[config.mk]
export PLATFORM = sky130hd
export DESIGN_NAME = multicycle_chunk_adder
export DESIGN_NICKNAME = d
export VERILOG_FILES = /design/src/rtl/alu_pkg.sv /design/src/rtl/ripple_slice.sv /design/src/rtl/multicycle_chunk_adder.sv
export SDC_FILE = /design/constraint.sdc
export NUM_CORES = 1
export LEC_CHECK = 0
export BUFFER_PORTS_ARGS = -buffer_cell sky130_fd_sc_hd__buf_2
export CAP_MARGIN = 5
export CORE_UTILIZATION = 51
export DETAILED_ROUTE_END_ITERATION = 12
export PLACE_DENSITY = 0.76
export SYNTH_ARGS = -nofsm -noshare
export SYNTH_HDL_FRONTEND = slang
export SYNTH_SLANG_ARGS = --single-unit
[constraint.sdc]
create_clock -name clk -period 5.5 [get_ports clk]
set_input_delay 0 -clock clk [delete_from_list [all_inputs] [get_ports clk]]
set_output_delay 0 -clock clk [all_outputs]
set_load 0.03 [all_outputs]
[src/rtl/alu_pkg.sv]
// rtl/alu_pkg.sv - shared ALU opcode constants and the chunk-adder state encoding
package alu_pkg;

  localparam logic OP_ADD = 1'b0;
  localparam logic OP_SUB = 1'b1;

  typedef enum logic [1:0] {
    IDLE = 2'd0,
    BUSY = 2'd1,
    DONE = 2'd2
  } state_t;

endpackage

[src/rtl/ripple_slice.sv]
// rtl/ripple_slice.sv - CHUNK-bit combinational ripple-carry chain of full adders
module ripple_slice #(
  parameter int CHUNK = 8
) (
  input  logic [CHUNK-1:0] a,
  input  logic [CHUNK-1:0] b,
  input  logic             cin,
  output logic [CHUNK-1:0] s,
  output logic             cout,
  output logic             cmsb
);

  logic [CHUNK:0] c;

  always_comb begin
    s    = '0;
    c    = '0;
    c[0] = cin;
    for (int i = 0; i < CHUNK; i++) begin
      s[i]   = a[i] ^ b[i] ^ c[i];
      c[i+1] = (a[i] & b[i]) | (c[i] & (a[i] ^ b[i]));
    end
  end

  assign cout = c[CHUNK];
  // Carry into the top bit; on the last chunk this pairs with cout for signed overflow.
  assign cmsb = c[CHUNK-1];

endmodule

[src/rtl/multicycle_chunk_adder.sv]
// rtl/multicycle_chunk_adder.sv - multi-cycle add/sub, CHUNK bits per clock with start/done handshake
module multicycle_chunk_adder
  import alu_pkg::*;
#(
  parameter int WIDTH = 32,
  parameter int CHUNK = 8
) (
  input  logic             clk,
  input  logic             rst,
  input  logic             start,
  input  logic             op_sub,
  input  logic [WIDTH-1:0] a,
  input  logic [WIDTH-1:0] b,
  output logic             busy,
  output logic             done,
  output logic [WIDTH-1:0] sum,
  output logic             cout,
  output logic             ovf,
  output logic             zero
);

  localparam int NCHUNK = WIDTH / CHUNK;
  localparam int IW     = (NCHUNK > 1) ? $clog2(NCHUNK) : 1;

  state_t           state, state_n;
  logic [WIDTH-1:0] a_r, b_r, res_r, res_next;
  logic             carry_r;
  logic [IW-1:0]    idx;
  logic [CHUNK-1:0] cs;
  logic             cc, cm;
  logic             accept, step, last;

  ripple_slice #(.CHUNK(CHUNK)) u_slice (
    .a    (a_r[idx*CHUNK +: CHUNK]),
    .b    (b_r[idx*CHUNK +: CHUNK]),
    .cin  (carry_r),
    .s    (cs),
    .cout (cc),
    .cmsb (cm)
  );

  assign accept = start && (state != BUSY);
  assign step   = (state == BUSY);
  assign last   = (idx == IW'(NCHUNK - 1));

  always_comb begin
    res_next = res_r;
    res_next[idx*CHUNK +: CHUNK] = cs;
  end

  always_ff @(posedge clk or posedge rst) begin
    if (rst) state <= IDLE;
    else     state <= state_n;
  end

  always_comb begin
    state_n = state;
    busy    = 1'b0;
    done    = 1'b0;
    case (state)
      IDLE: if (start) state_n = BUSY;
      BUSY: begin
        busy = 1'b1;
        if (last) state_n = DONE;
      end
      DONE: begin
        done    = 1'b1;
        state_n = start ? BUSY : IDLE;
      end
      default: state_n = IDLE;
    endcase
  end

  always_ff @(posedge clk or posedge rst) begin
    if (rst) begin
      a_r     <= '0;
      b_r     <= '0;
      res_r   <= '0;
      carry_r <= 1'b0;
      idx     <= '0;
      sum     <= '0;
      cout    <= 1'b0;
      ovf     <= 1'b0;
      zero    <= 1'b0;
    end else if (accept) begin
      // Subtraction is A + ~B + 1: invert B here, seed the carry with the opcode.
      a_r     <= a;
      b_r     <= b ^ {WIDTH{op_sub == OP_SUB}};
      carry_r <= (op_sub == OP_SUB);
      idx     <= '0;
    end else if (step) begin
      res_r   <= res_next;
      carry_r <= cc;
      idx     <= idx + 1'b1;
      if (last) begin
        sum  <= res_next;
        cout <= cc;
        ovf  <= cc ^ cm;
        zero <= (res_next == '0);
      end
    end
  end

endmodule

* Word-level counts from Yosys, hierarchy flattened
Cells that the tools add are included.
Operators by class: add/subtract/negate cells 2, equal/unequal tests 6, shift-type cells 4, muxes and demuxes 11, bitwise operators 43, reductions and logical operators 7
Operators with widths (count):
- 32-bit by 6-bit variable part select with 8-bit output | 2
- 5-bit negation with 34-bit output | 1
- 8-bit by 34-bit variable shift with 32-bit output, first input constant | 1
- 8-bit by 34-bit variable part select with 32-bit output | 1
- 32-bit bitwise mux | 1
- 32-bit zero test | 1
- 32-bit XOR | 1
- 1-bit XOR | 17
- 1-bit AND | 16
- 2-bit 2-to-1 mux | 4
- 1-bit bitwise OR | 8
- 2-bit case mux with 3 select lines | 1
- 1-bit 2-to-1 mux | 5
- 2-bit == test, second input constant | 2
- 2-bit by 1-bit inequality test with 1-bit output, second input constant | 2
- 2-bit AND reduction | 2
- 3-bit AND reduction | 1
- 2-bit by 1-bit adder with 2-bit output, second input constant | 1
- 2-bit by 1-bit == test with 1-bit output, second input constant | 1
- 2-bit zero test | 1
- 2-bit inequality test, second input constant | 1
- 2-bit nonzero test | 1
- 1-bit logical AND | 1
- 1-bit NOT | 1
Word-level totals: bits in registers 136, input bits 68

* Depth between registers and ports, before layout
Gate-level depths: netlist of run 1.
depth after elaboration 20, depth in mapped cells 20, gate-level depth less buffers 17

* Modules after synthesis
A second synthesis of run 1 with hierarchy kept.
Unflattened totals: cell total of the unflattened synthesis 575, area total of the unflattened synthesis 6501.2 µm²
By module, submodules not included:
- multicycle_chunk_adder | times used 1, cells an instance 557, area each 6303.5 µm², sequential area each 3403.3 µm²
- ripple_slice | times used 1, cells an instance 18, area each 197.7 µm², sequential area each 0.0 µm²

* Least setup slack after synthesis of run 1
Ideal clock, no wire load.
kind reg-to-reg, start point register idx[0], end point register zero, data arrival time 5.629 ns, setup slack -0.195 ns, cell stages (with the launch flop) 20, clock period less this slack 5.695 ns, cell sequence dfrtp_1 -> buf_2 -> buf_2 -> mux4_2 -> inv_1 -> fa_1 -> fa_1 -> fa_1 -> fa_1 -> fa_1 -> inv_1 -> fa_1 -> inv_1 -> fa_1 -> fa_1 -> buf_2 -> o2bb2ai_2 -> or4_1 -> a2111oi_2 -> a22o_1
Between the ends: word-level cells in the longest chain between the ends 20
Ends and longest elaborated chain:
- start: declaration | RTL line multicycle_chunk_adder.sv:28 | logic [IW-1:0] idx;
- start signal: assignment | RTL line multicycle_chunk_adder.sv:94 | idx <= idx + 1'b1;
- 32-bit by 6-bit variable part select with 8-bit output (on tied branches) | RTL line multicycle_chunk_adder.sv:34, multicycle_chunk_adder.sv:35
- 1-bit XOR | RTL line ripple_slice.sv:20, ripple_slice.sv:21
- 1-bit AND | RTL line ripple_slice.sv:21 | c[i+1] = (a[i] & b[i]) | (c[i] & (a[i] ^ b[i]));
- 1-bit bitwise OR | RTL line ripple_slice.sv:21
- 1-bit AND | RTL line ripple_slice.sv:21
- 1-bit bitwise OR | RTL line ripple_slice.sv:21
- 1-bit AND | RTL line ripple_slice.sv:21
- 1-bit bitwise OR | RTL line ripple_slice.sv:21
- (+4 left out)
- 1-bit AND | RTL line ripple_slice.sv:21
- 1-bit bitwise OR | RTL line ripple_slice.sv:21
- 1-bit AND | RTL line ripple_slice.sv:21
- 1-bit bitwise OR | RTL line ripple_slice.sv:21
- 1-bit XOR | RTL line ripple_slice.sv:20 | s[i] = a[i] ^ b[i] ^ c[i];
- 8-bit by 34-bit variable part select with 32-bit output | RTL line multicycle_chunk_adder.sv:48 | res_next[idx*CHUNK +: CHUNK] = cs;
- 32-bit bitwise mux | RTL line multicycle_chunk_adder.sv:48
- 32-bit zero test | RTL line multicycle_chunk_adder.sv:99 | zero <= (res_next == '0);
- end signal: assignment | RTL line multicycle_chunk_adder.sv:99
- end: declaration | RTL line multicycle_chunk_adder.sv:19 | output logic zero
Several ways; a longest one is shown, not always the timed one. A chain may end at the register's enable or synchronous reset.

* Worst setup path in the final report of run 1
Ends and elaborated chain as after synthesis.

==> qor.yml, run 1 <==
status: "finished clean"
fillCellCount: 901
ys.warnings.count: 0
skew_ns: 0.0129
grt_pass1_vias: 5316
grt_first_pass_wirelength_um: 26700
fin_ws_ns: 0.275
ys_seq_area_share_pct: 52.9
fin_hold_ws_ns: 0.277
insertion_delay_ns: 0.43
crit_type: "reg2reg"
place_inst: 857
setup-violations-final: 0
final_nets: 856
grtUsageMet1_pct: 32.4
first_iter_violations: 372
drive_above_1_share_pct: 25.1
drv_cap: 0
io_pins: 105
core_mm2: 0.0122
critPathMostFrequentCell: "fa_1"
path_cells: "mux4_2, inv_1, fa_1, fa_1, fa_1, fa_1, fa_1, inv_1, fa_1, inv_1, fa_1, fa_1, o2bb2ai_2, or4_1, a2111oi_2, a22o_1"
die_w_um: 114
clk_pin_slew_ns: 0.06
cp.required_ns: 5.87
yosys_most_used_dff: "dfrtp_1"
antenna_found_initial: 0
worst_setup_path_end_kind: "register"
multiInputGateArea_mm2: 0.00277
core.rowCount: 40
grt_max_degree: 97
num_vias: 5204
dpl_worst_slack_ns: 0.265
synth_cells: 616
finalSetupTns_ns: 0
antenna_cells: 0
hold_viol: 0
vdd_drop_max_uv: 450
hpwl_um: 10300
wl_um: 16400
crit_path_max_incr_delay_ns: 0.55
synthesis.area_mm2: 0.00644
p_total_w: 0.00579
period_share_pct: 95.0
cp.arrival_ns: 5.60
antenna_left: 0
numCtsBuffers: 17
design.die.area_mm2: 0.0131
max_slew_margin_pct: 30.8
overflow: 0
avgSynthCellArea_um2: 10.4
critPathSlowestCell: "fa_1"
fmax_mhz: 191
synthArstFlopShare_pct: 100
cts_sinks: 136
fin_cells: 953
top_usage_layer: "met2"
drc: 0
synthToLayoutAreaGrowth_pct: 28.9
port_buffers: 104
p_leak_nw: 3.83
die_y_um: 114
cts_buffer_depth: 2
worst_pin_slew_ns: 1.03
rsz0062_at_grt: "no"
gp_congestion: 0.872
ff_latch_area_mm2: 0.00340
start_util_pct: 52.9
synth_edf_count: 0
viasPerCell: 5.46
dr.pass1.iters: 5
ys_seq_elements: 136
drt-wirelength-per-cell_um: 17.2
critPathLaunchType: "register"
synth_nets: 698
cts-root-buf: "clkbuf_16"
fin_crit_ns: 5.23
grt_use_total_pct: 27.6
powerDensity_mw_per_mm2: 698
synth_cell_types: 42
cts_tree: "built"
hp-class: "in2async"
use_met2_pct: 46.8
grt_use_met3_pct: 7.99
htree_levels: 4
cp_max_fo: 5
slew_viol_final: 0
[power by group]
group / internal [W] / leakage, nW / switching [W]
registers: 0.00143 / 1.74 / 0.000278
clock network: 0.000692 / 0.280 / 0.000404
logic: 0.00107 / 1.80 / 0.00191
total: 0.00319 / 3.83 / 0.00260
[sequential cells by signal, summed over array words and instances, names as in the netlist]
register  flops
state         2
ovf           1
cout          1
sum          32
res_r        32
zero          1
b_r          32
carry_r       1
a_r          32
idx           2
[logic make-up (layout without fill, tap and decap cells)]
| logic type | count (synthesis) | count (layout) | synth area share [%] |
|---|---|---|---|
| AO/OA/AOI/OAI | 142 | 142 | 12.0 |
| multiplexers | 49 | 49 | 11.4 |
| flip-flops | 136 | 136 | 52.9 |
| AND/OR/NAND/NOR | 175 | 175 | 11.5 |
| adder cells (fa/ha/maj) | 14 | 14 | 3.65 |
| XOR/XNOR | 33 | 33 | 4.49 |
| buffers and inverters | 67 | 236 | 4.20 |
[Yosys cell counts (8+ instances only)]
master      n  area, um2
dfrtp_1   136       3400
nand2_1   113        424
o21ai_0    95        475
nor2_1     36        135
xnor2_1    33        289
mux2_2     32        360
a21oi_1    31        155
inv_1      27        101
clkbuf_1   23       86.3
mux4_2     16        360
buf_1       8       30.0
fa_1        8        160
nor4_1      8       50.1
[routing by layer]
layer	vias to the layer above	part of all wire, %
li1	2421	-
met1	2531	39
met2	207	53
met3	45	5.3
met4	0	3.1
met5	-	0
[worst paths after layout]
kind                                           from                  end  slack, ns  cells past startpoint
worst max-delay path             idx[0]$_DFFE_PP0P_     zero$_DFFE_PP0P_       0.27                     16
worst min-delay path                            rst  sum[27]$_DFFE_PP0P_       0.28                      3
worst max register to register   idx[0]$_DFFE_PP0P_     zero$_DFFE_PP0P_       0.27                     16
worst min register to register  sum[10]$_DFFE_PP0P_  sum[10]$_DFFE_PP0P_       0.47                      2
max in group asynchronous                       rst   idx[0]$_DFFE_PP0P_       3.81                      4
min in group clk                              a[23]  a_r[23]$_DFFE_PP0P_       0.34                      3
[critical path: cells and delay by family, from the launching register on]
kind / cells / cell delay [ns]
AO/OA/AOI/OAI: 3 / 0.59
adder cells (fa/ha/maj): 8 / 3.06
buffers and inverters: 3 / 0.17
flip-flops: 1 / 0.45
multiplexers: 1 / 0.34
AND/OR/NAND/NOR: 1 / 0.55
[repair_timing]
| action | in CTS | in global routing |
|---|---|---|
| hold buffers | 66 | 0 |
| setup endpoints to repair | 0 | 0 |
| buffers inserted | 0 | 0 |
| hold endpoints to repair | 135 | 0 |
| resized for setup | 0 | 0 |
[through the flow]
stage	area, um2	utilization [%]
floorplan	6450	-
global placement	7060	58.1
detailed placement	7060	58.1
CTS	8290	68.2
global route	8290	68.2
finish	8290	68.2
[layout by cell type (no fill, tap or decap), types with 26 or more instances in the layout]
cell type and instances:
dlygate4sd3_1 66, o21ai_0 95, dfrtp_1 135, inv_1 26, buf_2 104, nor2_1 36
a21oi_1 31, nand2_1 112, xnor2_1 33, mux2_2 32
[final cells by class]
class                           instances  share of cell area, %
Clock inverter                          9                   1.21
Timing Repair Buffer                  176                   14.8
Sequential cell                       136                   41.0
Multi-Input combinational cell        413                   33.3
Clock buffer                           21                   5.67
Inverter                               30                   1.42
Tap cell                              168                   2.53
Power figures use the tool's default switching activity.
==> run 2, diff against run 1 <==
--- a/config.mk
+++ b/config.mk
@@ -7,9 +7,9 @@
 export LEC_CHECK = 0
 export BUFFER_PORTS_ARGS = -buffer_cell sky130_fd_sc_hd__buf_2
 export CAP_MARGIN = 5
-export CORE_UTILIZATION = 51
+export CORE_UTILIZATION = 57
 export DETAILED_ROUTE_END_ITERATION = 12
-export PLACE_DENSITY = 0.76
+export PLACE_DENSITY = 0.8
 export SYNTH_ARGS = -nofsm -noshare
 export SYNTH_HDL_FRONTEND = slang
 export SYNTH_SLANG_ARGS = --single-unit
==> constraint.sdc (replaced) <==
create_clock -name clk -period 5.95 [get_ports clk]
set_input_delay 0 -clock clk [delete_from_list [all_inputs] [get_ports clk]]
set_output_delay 0 -clock clk [all_outputs]
set_load 0.03 [all_outputs]
==> qor.yml, run 2 (synthesis results as in run 1) <==
wl_um: 18000  # was 16,400 um
powerDensity_mw_per_mm2: 669  # was 698 mW/mm2
worst_setup_path_end_kind: "register"  # unchanged
first_iter_violations: 384  # was 372
drive_above_1_share_pct: 25.3  # was 25.1%
die_y_um: 108  # was 114 um
fillCellCount: 698  # was 901
port_buffers: 104  # unchanged
cp.arrival_ns: 5.95  # was 5.60 ns
place_inst: 829  # was 857
topRoutingLayerUsed: "met4"  # unchanged
cts_tree: "built"  # unchanged
fin_crit_ns: 5.60  # was 5.23 ns
core_mm2: 0.0109  # was 0.0122 mm2
fmax_mhz: 179  # was 191 MHz
crit_path_max_incr_delay_ns: 0.57  # was 0.55 ns
antenna_found_initial: 0  # unchanged
fin_cells: 929  # was 953
path_cells: "mux4_2, inv_1, fa_1, fa_1, fa_1, fa_1, fa_1, inv_1, fa_1, inv_1, fa_1, fa_1, buf_4, o2bb2ai_2, or4_1, a2111oi_2, a22o_1"  # was mux4_2, inv_1, fa_1, fa_1, fa_1, fa_1, fa_1, inv_1, fa_1, inv_1, fa_1, fa_1, o2bb2ai_2, or4_1, a2111oi_2, a22o_1
ff_latch_area_mm2: 0.00340  # about the same
viasPerCell: 5.80  # was 5.46
io_pins: 105  # unchanged
status: "finished clean"  # unchanged
final_nets: 856  # unchanged
hp-class: "in2async"  # unchanged
numCtsBuffers: 17  # unchanged
multiInputGateArea_mm2: 0.00277  # unchanged
grt_pass1_vias: 5625  # was 5,316
overflow: 0  # unchanged
setup-violations-final: 0  # unchanged
insertion_delay_ns: 0.42  # was 0.43 ns
antenna_left: 0  # unchanged
wl_met3_um: 1050  # was 873 um
grt_first_pass_wirelength_um: 28200  # was 26,700 um
slew_viol_final: 0  # unchanged
final_cell_mix: "dfrtp_1, nand2_1, buf_2"  # unchanged
gp_congestion: 0.868  # was 0.872
r2r_setup_slack_ns: 0.35  # was 0.27 ns
num_vias: 5391  # was 5,204
hpwl_um: 10400  # was 10,300 um
cts-root-buf: "clkbuf_16"  # unchanged
drt-wirelength-per-cell_um: 19.4  # was 17.2 um
critPathSlowestCell: "dfrtp_1"  # was fa_1
cts_sinks: 136  # unchanged
p_leak_nw: 3.85  # was 3.83 nW
period_share_pct: 94.1  # was 95.0%
cts_buffer_depth: 2  # unchanged
worst_pin_slew_ns: 1.05  # was 1.03 ns
hold_viol: 0  # unchanged
path_buf_inv: 4  # was 3
critPathLaunchType: "register"  # unchanged
die_w_um: 108  # was 114 um
cp_max_fo: 10  # was 5
reg2reg_depth: 17  # was 16
vdd_drop_max_uv: 461  # was 450 uV
cp.required_ns: 6.31  # was 5.87 ns
drv_cap: 0  # unchanged
wl_met1_um: 6630  # was 6380 um
start_util_pct: 58.9  # was 52.9%
cp_top_family: "adder cells"  # unchanged
core.rowCount: 38  # was 40
rsz0062_at_grt: "no"  # unchanged
max_slew_margin_pct: 29.6  # was 30.8%
r2r_end: "zero$_DFFE_PP0P_"  # unchanged
clk_pin_slew_ns: 0.06  # about the same
r2r_start: "idx[1]$_DFFE_PP0P_"  # was idx[0]$_DFFE_PP0P_
layout_commonest_cell: "dfrtp_1"  # unchanged
skew_ns: 0.00804  # was 0.0129 ns
grt_use_total_pct: 32.7  # was 27.6%
design.die.area_mm2: 0.0117  # was 0.0131 mm2
critPathMostFrequentCell: "fa_1"  # unchanged
crit_type: "reg2reg"  # unchanged
synthToLayoutAreaGrowth_pct: 29.6  # was 28.9%
finalSetupTns_ns: 0  # unchanged
htree_levels: 4  # unchanged
dr.pass1.iters: 5  # unchanged
drc: 0  # unchanged
wl_met2_um: 9680  # was 8670 um
grt_max_degree: 71  # was 97
run 2: cell types whose count changed in the layout (fill, tap and decap cells not counted):
cell,previous run,this run
clkbuf_1,1,0
dfrtp_2,1,0
clkinv_2,7,4
clkinv_4,0,1
dfrtp_1,135,136
bufinv_16,2,4
clkinvlp_4,2,4
clkbuf_8,3,4
diode_2,0,2
run 2: cell type report:
cell class	count	share of cell area, %
sequential	136	40.8
clock buffer	21	5.76
multi-input combinational	413	33.1
antenna	2	0.0600
tap	140	2.10
inverter	30	1.41
timing repair buffer	176	14.7
clock inverter	11	2.02
run 2: routing by layer:
metal	global-route usage, %	vias up
li1	-	2412
met1	36.0	2665
met5	0	-
met4	17.1	0
met2	59.1	252
met3	7.05	62
run 2: worst max path at each step:
stage | from | to | slack [ns] | depth (start not counted)
3_5_place_dp | idx[1]$_DFFE_PP0P_ | zero$_DFFE_PP0P_ | 0.51 | 17
2_1_floorplan | idx[0]$_DFFE_PP0P_ | zero$_DFFE_PP0P_ | 0.25 | 19
3_3_place_gp | idx[0]$_DFFE_PP0P_ | zero$_DFFE_PP0P_ | 0.70 | 17
6_report | idx[1]$_DFFE_PP0P_ | zero$_DFFE_PP0P_ | 0.35 | 17
4_1_cts | idx[1]$_DFFE_PP0P_ | zero$_DFFE_PP0P_ | 0.48 | 17
5_1_grt | idx[1]$_DFFE_PP0P_ | zero$_DFFE_PP0P_ | 0.19 | 17
run 2: repair_timing:
| item | CTS | global route |
|---|---|---|
| buffers inserted | 0 | 0 |
| endpoints found under the hold margin | 136 | 0 |
| gates resized for setup | 0 | 0 |
| hold buffers | 66 | 0 |
| setup endpoints to repair | 0 | 0 |
run 2: worst min-delay path: stages:
cell	delay (ns)
dlygate4sd3_1	0.53
buf_2	0.14
inv_4	0.59
run 2: through the flow:
step / power [W] / area, um2 / utilization [%] / setup slack, ns / hold WS [ns]
after global placement: 0.00415 / 7030 / 64.3 / 0.696 / 0.209
after detailed placement: 0.00426 / 7030 / 64.3 / 0.513 / 0.225
final: 0.00558 / 8340 / 76.3 / 0.354 / 0.302
after global routing: 0.00586 / 8340 / 76.2 / 0.188 / 0.367
after floorplan: 0.00339 / 6440 / - / 0.255 / 0.0982
after CTS: 0.00549 / 8340 / 76.2 / 0.480 / 0.333
run 2: where the power goes:
| group | leakage [nW] | internal (W) | total, W | switching, W |
|---|---|---|---|---|
| Combinational | 1.80 | 0.000984 | 0.00285 | 0.00187 |
| Clock | 0.307 | 0.000745 | 0.00114 | 0.000397 |
| Sequential | 1.75 | 0.00132 | 0.00159 | 0.000264 |
==> run 3, diff against run 2 <==
--- a/config.mk
+++ b/config.mk
@@ -7,9 +7,12 @@
 export LEC_CHECK = 0
 export BUFFER_PORTS_ARGS = -buffer_cell sky130_fd_sc_hd__buf_2
 export CAP_MARGIN = 5
-export CORE_UTILIZATION = 57
+export CELL_PAD_IN_SITES_DETAIL_PLACEMENT = 0
+export CELL_PAD_IN_SITES_GLOBAL_PLACEMENT = 2
+export CORE_UTILIZATION = 36
 export DETAILED_ROUTE_END_ITERATION = 12
-export PLACE_DENSITY = 0.8
+export MAX_ROUTING_LAYER = met4
+export PLACE_DENSITY_LB_ADDON = 0.1
 export SYNTH_ARGS = -nofsm -noshare
 export SYNTH_HDL_FRONTEND = slang
 export SYNTH_SLANG_ARGS = --single-unit
==> qor.yml, run 3 (synthesis results as in run 1) <==
clk_pin_slew_ns: 0.07  # was 0.06 ns
critPathSlowestCell: "fa_1"  # was dfrtp_1
drt-wirelength-per-cell_um: 16.4  # was 19.4 um
core_mm2: 0.0174  # was 0.0109 mm2
fin_crit_ns: 5.26  # was 5.60 ns
htree_levels: 4  # unchanged
post_cts_buffers: 0  # unchanged
hpwl_um: 11400  # was 10,400 um
die_w_um: 136  # was 108 um
grt_first_pass_wirelength_um: 26600  # was 28,200 um
max_slew_margin_pct: 29.5  # was 29.6%
io_pins: 105  # unchanged
setup-violations-final: 0  # unchanged
cts_buffer_depth: 2  # unchanged
final_nets: 856  # unchanged
critPathMostFrequentCell: "fa_1"  # unchanged
grt_max_degree: 97  # was 71
drc: 0  # unchanged
cp.required_ns: 6.32  # was 6.31 ns
p_leak_nw: 3.82  # was 3.85 nW
powerDensity_mw_per_mm2: 649  # was 669 mW/mm2
gp_congestion: 0.784  # was 0.868
insertion_delay_ns: 0.43  # was 0.42 ns
r2r_setup_slack_ns: 0.69  # was 0.35 ns
port_buffers: 104  # unchanged
final_cell_mix: "dfrtp_1, nand2_1, buf_2"  # unchanged
antenna_found_initial: 0  # unchanged
cp_top_family: "adder cells"  # unchanged
cts_sinks: 136  # unchanged
r2r_end: "zero$_DFFE_PP0P_"  # unchanged
status: "finished clean"  # unchanged
cts_tree: "built"  # unchanged
path_cells: "mux4_2, inv_1, fa_1, fa_1, fa_1, fa_1, fa_1, inv_1, fa_1, inv_1, fa_1, fa_1, o2bb2ai_2, or4_1, a2111oi_2, a22o_1"  # was mux4_2, inv_1, fa_1, fa_1, fa_1, fa_1, fa_1, inv_1, fa_1, inv_1, fa_1, fa_1, buf_4, o2bb2ai_2, or4_1, a2111oi_2, a22o_1
die_y_um: 136  # was 108 um
hold_viol: 0  # unchanged
reg2reg_depth: 16  # was 17
hp-class: "in2async"  # unchanged
design.die.area_mm2: 0.0184  # was 0.0117 mm2
dr.pass1.iters: 4  # was 5
cts-root-buf: "clkbuf_16"  # unchanged
seqPwrFrac_pct: 28.7  # was 28.5%
core.rowCount: 48  # was 38
crit_path_max_incr_delay_ns: 0.55  # was 0.57 ns
layout_commonest_cell: "dfrtp_1"  # unchanged
period_share_pct: 88.5  # was 94.1%
p_comb_share_pct: 52.4  # was 51.1%
worst_pin_slew_ns: 1.05  # about the same
worst_setup_path_end_kind: "register"  # unchanged
cts_resized: 0  # unchanged
crit_type: "reg2reg"  # unchanged
cp_max_fo: 4  # was 10
drive_above_1_share_pct: 25.3  # unchanged
rsz0062_at_grt: "no"  # unchanged
overflow: 0  # unchanged
wl_um: 16600  # was 18,000 um
grt_use_total_pct: 19.9  # was 32.7%
fillCellCount: 1641  # was 698
antenna_left: 0  # unchanged
skew_ns: 0.00884  # was 0.00804 ns
r2r_start: "idx[0]$_DFFE_PP0P_"  # was idx[1]$_DFFE_PP0P_
synthToLayoutAreaGrowth_pct: 30.0  # was 29.6%
drv_cap: 0  # unchanged
start_util_pct: 37.1  # was 58.9%
first_iter_violations: 264  # was 384
cp.arrival_ns: 5.64  # was 5.95 ns
p_clk_share_pct: 18.9  # was 20.5%
fmax_mhz: 190  # was 179 MHz
critPathLaunchType: "register"  # unchanged
intPower_w: 0.00290  # was 0.00305 W
fin_hold_ws_ns: 0.280  # was 0.302 ns
p_sw_share_pct: 46.7  # was 45.3%
slew_viol_final: 0  # unchanged
viasPerCell: 4.91  # was 5.80
numCtsBuffers: 17  # unchanged
antenna_cells: 0  # was 2
finalSetupTns_ns: 0  # unchanged
vdd_drop_max_uv: 384  # was 461 uV
path_buf_inv: 3  # was 4
grt_pass1_vias: 4982  # was 5,625
num_vias: 4966  # was 5,391
p_sw_w: 0.00254  # was 0.00253 W
-- run 3: changes by cell type in the layout (fill, tap and decap cells not counted) --
cell,before,now
clkbuf_8,4,0
inv_6,0,4
nand2_2,2,1
nand2_4,0,1
inv_8,0,1
diode_2,2,0
bufinv_16,4,1
clkinv_4,1,3
-- run 3: final cells by class --
type | count | area [um2] | share of cell area (%)
clock buffers | 17 | 425 | 5.08
clock inverters | 15 | 143 | 1.70
inverters | 30 | 118 | 1.41
multi-input cells | 413 | 2770 | 33.1
flip-flops and latches | 136 | 3400 | 40.7
well taps | 225 | 282 | 3.36
repair buffers | 176 | 1230 | 14.7
-- run 3: how the worst max path moves through the flow --
stage,cells after the start,endpoint,startpoint,slack [ns]
6_report,16,zero$_DFFE_PP0P_,idx[0]$_DFFE_PP0P_,0.69
5_1_grt,16,zero$_DFFE_PP0P_,idx[0]$_DFFE_PP0P_,0.50
4_1_cts,16,zero$_DFFE_PP0P_,idx[0]$_DFFE_PP0P_,0.70
3_5_place_dp,16,zero$_DFFE_PP0P_,idx[0]$_DFFE_PP0P_,0.71
3_3_place_gp,16,zero$_DFFE_PP0P_,idx[0]$_DFFE_PP0P_,0.77
2_1_floorplan,19,zero$_DFFE_PP0P_,idx[0]$_DFFE_PP0P_,0.25
-- run 3: worst reg2reg max path, cell delays in order (launching register included) --
cell,delay (ns)
dfrtp_1,0.43
mux4_2,0.35
inv_1,0.05
fa_1,0.40
fa_1,0.38
fa_1,0.39
fa_1,0.40
fa_1,0.38
inv_1,0.08
fa_1,0.16
inv_1,0.06
fa_1,0.41
fa_1,0.55
o2bb2ai_2,0.07
or4_1,0.55
a2111oi_2,0.36
a22o_1,0.18
-- run 3: layer usage --
layer	routed length, um	vias to the layer above	global-route usage, %
li1	-	2420	-
met1	7310	2397	24.8
met4	296	0	8.43
met5	0	-	-
met2	8350	123	32.0
met3	615	26	3.33
-- run 3: repair_timing --
action,CTS,global route
endpoints found under the setup margin,0,0
hold buffers,66,0
endpoints found under the hold margin,131,0
-- run 3: power by group through the flow --
stage | combinational (W) | sequential [W] | clock, W
global placement | 0.00284 | 0.00155 | 0
CTS | 0.00289 | 0.00156 | 0.00105
global route | 0.00311 | 0.00161 | 0.00109
floorplan | 0.00172 | 0.00167 | 0
detailed placement | 0.00285 | 0.00158 | 0
finish | 0.00285 | 0.00156 | 0.00103
-- run 3: metrics by stage --
| stage | area (um2) | util (%) | instances | power, W | setup WS, ns |
|---|---|---|---|---|---|
| finish | 8370 | 48.2 | 1012 | 0.00543 | 0.686 |
| global route | 8370 | 48.2 | 1012 | 0.00580 | 0.502 |
| CTS | 8370 | 48.2 | 1012 | 0.00550 | 0.703 |
| detailed placement | 7140 | 41.1 | 914 | 0.00443 | 0.706 |
| global placement | 7140 | 41.1 | 914 | 0.00439 | 0.767 |
| floorplan | 6440 | - | 616 | 0.00339 | 0.255 |
